## src/rtl/call_panel_scheduler.sv

```systemverilog
// call_panel_scheduler: hall-call front end for the elevator controller.
// Synchronizes and filters the floor call buttons, lights one pending lamp
// per floor, queues new calls in arrival order and offers the queue head to
// the elevator core over a valid/ack handshake.
// Build option: define CALL_DEBOUNCE_EN to include the per-button debounce
// filter; without it the synchronizer output feeds edge detection directly.
module call_panel_scheduler #(
   parameter int FLOORS          = 4,
   parameter int FLOOR_W         = 2,
   parameter int DEPTH           = 4,
   parameter int DEBOUNCE_CYCLES = 3
) (
   input  logic                   clk,
   input  logic                   rst,
   input  logic [FLOORS-1:0]      btn,
   input  logic [FLOOR_W-1:0]     cur_floor,
   input  logic                   arrived,
   output logic [FLOOR_W-1:0]     req_floor,
   output logic                   req_valid,
   input  logic                   req_ack,
   output logic [FLOORS-1:0]      pending,
   output logic [$clog2(DEPTH):0] queue_count
);

   localparam int PTR_W = $clog2(DEPTH);
   localparam int CNT_W = PTR_W + 1;

   if (FLOOR_W != $clog2(FLOORS) || DEPTH < 2 || (DEPTH & (DEPTH - 1)) != 0 ||
       DEBOUNCE_CYCLES < 1) begin : g_param_err
      $error("call_panel_scheduler: illegal parameter combination");
   end

   logic [FLOORS-1:0]  sync1_q, sync2_q;
   logic [FLOORS-1:0]  lvl_q, lvl_d;
   logic [FLOORS-1:0]  rise;
   logic [FLOORS-1:0]  accept;
   logic [FLOORS-1:0]  pending_q, pending_d;
   logic [FLOORS-1:0]  captured_q, captured_d;
   logic [FLOORS-1:0]  push_mask;
   logic [FLOOR_W-1:0] push_floor;
   logic [FLOOR_W-1:0] mem_q [DEPTH];
   logic [PTR_W-1:0]   wr_ptr_q, rd_ptr_q;
   logic [CNT_W-1:0]   count_q, count_d;
   logic               issued_q, issued_d;
   logic               fifo_empty, fifo_full;
   logic [FLOOR_W-1:0] head_floor;
   logic               head_pend;
   logic               stale, push, pop;

   // Two-flop synchronizer for the asynchronous buttons.
   always_ff @(posedge clk or negedge rst) begin
      if (!rst) begin
         sync1_q <= '0;
         sync2_q <= '0;
      end else begin
         sync1_q <= btn;
         sync2_q <= sync1_q;
      end
   end

`ifdef CALL_DEBOUNCE_EN
   localparam int DB_W = (DEBOUNCE_CYCLES > 1) ? $clog2(DEBOUNCE_CYCLES) : 1;

   logic [FLOORS-1:0][DB_W-1:0] db_cnt_q, db_cnt_d;

   // Filter: the level follows the synchronized button only after
   // DEBOUNCE_CYCLES consecutive disagreeing samples.
   always_comb begin
      lvl_d    = lvl_q;
      db_cnt_d = db_cnt_q;
      for (int f = 0; f < FLOORS; f++) begin
         if (sync2_q[f] == lvl_q[f]) begin
            db_cnt_d[f] = '0;
         end else if (db_cnt_q[f] == DB_W'(DEBOUNCE_CYCLES - 1)) begin
            lvl_d[f]    = sync2_q[f];
            db_cnt_d[f] = '0;
         end else begin
            db_cnt_d[f] = db_cnt_q[f] + 1'b1;
         end
      end
   end

   // Debounce state registers.
   always_ff @(posedge clk or negedge rst) begin
      if (!rst) begin
         lvl_q    <= '0;
         db_cnt_q <= '0;
      end else begin
         lvl_q    <= lvl_d;
         db_cnt_q <= db_cnt_d;
      end
   end
`else
   // Without the filter the second synchronizer stage is the level; its
   // incoming value is the first stage, so a rise lands on the same edge.
   always_comb begin
      lvl_q = sync2_q;
      lvl_d = sync1_q;
   end
`endif

   assign fifo_empty = (count_q == '0);
   assign fifo_full  = (count_q == CNT_W'(DEPTH));
   assign head_floor = mem_q[rd_ptr_q];
   assign head_pend  = pending_q[head_floor];

   // Once issued the head stays offered even if its lamp clears, so the
   // handshake remains stable until acknowledged.
   assign req_valid = !fifo_empty && (head_pend || issued_q);
   assign stale     = !fifo_empty && !head_pend && !issued_q;
   assign pop       = (req_valid && req_ack) || stale;
   assign push      = (captured_q != '0) && (!fifo_full || pop);

   // Lowest-numbered captured floor goes into the queue first.
   always_comb begin
      push_floor = '0;
      push_mask  = '0;
      for (int f = FLOORS - 1; f >= 0; f--) begin
         if (captured_q[f]) begin
            push_floor = FLOOR_W'(f);
            push_mask  = FLOORS'(1) << f;
         end
      end
   end

   // Capture new calls, retire the pushed one and clear the arrival floor.
   always_comb begin
      rise       = lvl_d & ~lvl_q;
      accept     = '0;
      pending_d  = pending_q;
      captured_d = captured_q;
      for (int f = 0; f < FLOORS; f++) begin
         accept[f] = rise[f] && !pending_q[f] &&
                     !(arrived && (cur_floor == FLOOR_W'(f)));
      end
      pending_d  = pending_d | accept;
      captured_d = (captured_d | accept) & ~(push ? push_mask : '0);
      if (arrived) begin
         pending_d[cur_floor]  = 1'b0;
         captured_d[cur_floor] = 1'b0;
      end
   end

   // Occupancy and issued-flag next state.
   always_comb begin
      count_d = count_q;
      if (push && !pop) begin
         count_d = count_q + 1'b1;
      end else if (pop && !push) begin
         count_d = count_q - 1'b1;
      end
      issued_d = issued_q;
      if (pop) begin
         issued_d = 1'b0;
      end else if (req_valid) begin
         issued_d = 1'b1;
      end
   end

   // Lamp, capture, FIFO and handshake registers.
   always_ff @(posedge clk or negedge rst) begin
      if (!rst) begin
         pending_q  <= '0;
         captured_q <= '0;
         wr_ptr_q   <= '0;
         rd_ptr_q   <= '0;
         count_q    <= '0;
         issued_q   <= 1'b0;
         for (int i = 0; i < DEPTH; i++) begin
            mem_q[i] <= '0;
         end
      end else begin
         pending_q  <= pending_d;
         captured_q <= captured_d;
         count_q    <= count_d;
         issued_q   <= issued_d;
         if (push) begin
            mem_q[wr_ptr_q] <= push_floor;
            wr_ptr_q        <= wr_ptr_q + 1'b1;
         end
         if (pop) begin
            rd_ptr_q <= rd_ptr_q + 1'b1;
         end
      end
   end

   assign req_floor   = head_floor;
   assign pending     = pending_q;
   assign queue_count = count_q;

endmodule

```

## config.mk

```make
export PLATFORM = sky130hd
export DESIGN_NAME = call_panel_scheduler
export DESIGN_NICKNAME = d
export VERILOG_FILES = /design/src/rtl/call_panel_scheduler.sv
export SDC_FILE = /design/constraint.sdc
export NUM_CORES = 1
export LEC_CHECK = 0
export BUFFER_PORTS_ARGS = -buffer_cell sky130_fd_sc_hd__buf_2
export CAP_MARGIN = 30
export CORE_MARGIN = 5
export CORE_UTILIZATION = 55
export DETAILED_ROUTE_END_ITERATION = 6
export PLACE_DENSITY_LB_ADDON = 0.3
export SLEW_MARGIN = 20
export SYNTH_ARGS = -nofsm -noshare
export SYNTH_HDL_FRONTEND = slang
export SYNTH_SLANG_ARGS = --single-unit
```

## constraint.sdc

```tcl
create_clock -name clk -period 3.23 [get_ports clk]
set_input_delay 0 -clock clk [delete_from_list [all_inputs] [get_ports clk]]
set_output_delay 0 -clock clk [all_outputs]
set_load 0.005 [all_outputs]
```

==> run_results.csv <==
group,metric,value,unit
outcome,outcome,"completed",
synthesis,synthTopCellsByArea,"dfrtp_1, mux2_2, ha_1",
placement,place_hpwl,2090,um
timing,fin_skew,0.0141,ns
min_path,hp-start,"req_ack",
floorplan,start_util,0.557,
worst_setup_path,cp_top_family,"multiplexers",
clock_network,cts-htree-levels,2,
synthesis,synth_top_area_cell,"dfrtp_1",
power_and_ir_drop,power_density,1020,mW/mm2
final_layout,post_route_cells_drive_above_1_share,0.255,
min_path,holdPathStages,3,
floorplan,die_x,62.1,um
synthesis,ys_ff_latch,32,
timing,drv_slew,0,
floorplan,dieArea,0.00386,mm2
final_layout,fillers,213,
final_layout,finalNetCount,172,
worst_setup_path,rr_worst_depth,10,
worst_setup_path,cp.required,3.49,ns
timing,fin_tns_setup,0,ns
floorplan,io_pins,20,
grt,gr-total-overflow,0,
routing,dr_total_vias,1085,
floorplan,core-area,0.00269,mm2
worst_setup_path,worst_setup_path_start_kind,"flop",
timing,setup_viol,0,
grt,track_usage,0.165,
timing,rsz0062_at_grt,"no",
timing,period_share,0.933,
worst_setup_path,r2r_start,"rd_ptr_q[0]",
power_and_ir_drop,ir_drop,0.838,mV
synthesis,synth.avg_cell_area,12.1,um2
timing,tightest_slew,0.681,ns
clock_network,postCtsHoldBufs,8,
grt,grt_pass1_vias,1126,
clock_network,cts_num_sinks,32,
worst_setup_path,cp-end-kind,"flop",
routing,drtAntennaViolNets,0,
grt,antenna_found_initial,0,
clock_network,numCtsBuffers,5,
placement,io_buffer_count,19,
clock_network,clk_latency,0.34,ns
worst_setup_path,crit_arrival,3.27,ns
synthesis,synth_nets,140,
clock_network,cts_setup_buffers,0,
worst_setup_path,cpPeakStageDelay,0.58,ns
routing,drc,0,
clock_network,cts_tree,"yes",
worst_setup_path,r2r-end,"queue_count[2]",
synthesis,synth_top_flop_cell,"dfrtp_1",
clock_network,path_clk_slew,0.09,ns
grt,grt_start_max_net_pins,33,
routing,totalWireLength,2810,um
synthesis,netlist_area,0.00150,mm2
clock_network,cts-root-buf,"clkbuf_4",
routing,drtIter0Drc,23,
power_and_ir_drop,leakage,0.803,nW
min_path,hold_path_class,"in -> reg",
final_layout,stdcell_area,0.00179,mm2
clock_network,cts_resized,0,
worst_setup_path,crit_type,"reg -> reg",
timing,fmax,332,MHz
routing,vias_per_cell,5.77,
timing,fin_crit,3.01,ns
synthesis,syn-instance-count,124,
worst_setup_path,path_max_fanout,13,
floorplan,rows,19,
final_layout,area_delta_synth_final,19.8,%
min_path,hold_end,"rd_ptr_q[1]",
placement,place_area,0.00162,mm2
floorplan,die_h,62.1,um
synthesis,synthArstFlopShare,1.00,
worst_setup_path,path_buf_inv,1,
worst_setup_path,cp_cell_sequence,"mux4_2, mux2i_1, a22o_1, o31a_1, ha_1, inv_1, fa_1, xor2_1, nor2_1, xor2_1",
synthesis,post-synth-top-count-cell,"dfrtp_1",
worst_setup_path,worst_path_max_delay_cell,"mux4_2",
synthesis,synth_edf_count,0,
placement,gp_congestion,0.734,
worst_setup_path,critPathMostFrequentCell,"xor2_1",
worst_setup_path,rrSetupSlack,0.22,ns
job,drv_cap,0,
timing,maxSlewHeadroom,0.546,
routing,drt-pass1-iter-count,4,
synthesis,ys_warn_count,0,
synthesis,synth_commonest_cells,"dfrtp_1, nor2_1, inv_1, nor2b_1",
timing,hold_violations,0,
final_layout,diodes,0,
synthesis,ys_seq_area_frac,0.536,
synthesis,yosysTopAreaCellShare,0.536,
synthesis,yosysUniqueCellTypes,34,
routing,wl_per_cell,14.9,um
clock_network,clockBufferDepth,2,
grt,grt_pass1_wl,5110,um
==> area by class of cell <==
| type | count | area [um2] | share of cell area |
|---|---|---|---|
| Clock inverter | 1 | 30.0 | 0.0168 |
| Timing Repair Buffer | 28 | 183 | 0.102 |
| Multi-Input combinational cell | 81 | 644 | 0.360 |
| Clock buffer | 7 | 65.1 | 0.0363 |
| Inverter | 8 | 30.0 | 0.0168 |
| Sequential cell | 32 | 801 | 0.447 |
| Tap cell | 31 | 38.8 | 0.0216 |
==> logic make-up (layout without fill, tap and decap cells) <==
group	after synthesis	count (layout)	synth area share
buf+inv	11	44	0.0335
simple gates	30	30	0.108
fa+ha+maj	6	6	0.0552
compound gates	29	29	0.144
xor+xnor	6	6	0.0351
flops	32	32	0.536
mux	10	10	0.0887
==> cells in the final DEF (no fill, tap or decap), types with 3 or more instances in the layout <==
cell type	netlist	final
nor2b_1	7	7
a311oi_1	4	4
nor2_1	9	9
o21a_1	3	3
mux2_2	6	6
nor4_1	4	4
buf_2	1	19
a31oi_1	4	4
o21ai_0	3	3
o311ai_1	3	3
dfrtp_1	32	32
ha_1	5	5
inv_1	8	8
a21oi_1	6	6
dlygate4sd3_1	0	8
clkbuf_4	0	5
xnor2_1	4	4
==> worst reg2reg max path, cell delays in order (launching register included) <==
cell and delay [ns]:
dfrtp_1 0.46, mux4_2 0.58, mux2i_1 0.17, a22o_1 0.39
o31a_1 0.26, ha_1 0.21, inv_1 0.06, fa_1 0.38
xor2_1 0.17, nor2_1 0.11, xor2_1 0.15
==> through the flow <==
step | power, mW | setup WS (ns) | cells | utilization | hold slack [ns]
final | 1.83 | 0.217 | 188 | 0.667 | 0.188
after global routing | 1.98 | 0.00497 | 188 | 0.667 | 0.208
after CTS | 1.85 | 0.188 | 188 | 0.667 | 0.167
after detailed placement | 1.50 | 0.212 | 172 | 0.602 | 0.0807
after global placement | 1.46 | 0.313 | 172 | 0.602 | 0.0718
after floorplan | 1.27 | 0.287 | 124 | - | -0.296
==> routing by layer <==
layer | track usage | vias up | routed length [um]
met3 | 0.0432 | 6 | 182
met4 | 0.0894 | 0 | 45
met1 | 0.221 | 531 | 1270
met5 | 0 | - | 0
li1 | - | 518 | -
met2 | 0.242 | 30 | 1310
==> where the power goes <==
group	internal (mW)	switching, mW	leakage [nW]
clock	0.205	0.132	0.0515
sequential	0.543	0.136	0.381
combinational	0.416	0.398	0.370
==> registers in the layout (all words and copies together) (netlist names) <==
name,count
rd_ptr_q,2
lvl_d,4
lvl_q,4
mem_q,8
issued_q,1
wr_ptr_q,2
pending,4
queue_count,3
captured_q,4
==> worst max-delay path by stage <==
stage,cells after the start,from,end,slack [ns]
3_3_place_gp,10,rd_ptr_q[0],queue_count[2],0.31
3_5_place_dp,10,rd_ptr_q[0],queue_count[2],0.21
2_1_floorplan,11,rd_ptr_q[0],queue_count[2],0.29
5_1_grt,10,rd_ptr_q[0],queue_count[2],0.005
4_1_cts,10,rd_ptr_q[0],queue_count[2],0.19
6_report,10,rd_ptr_q[0],queue_count[2],0.22
(Power assumes the default switching activity.)
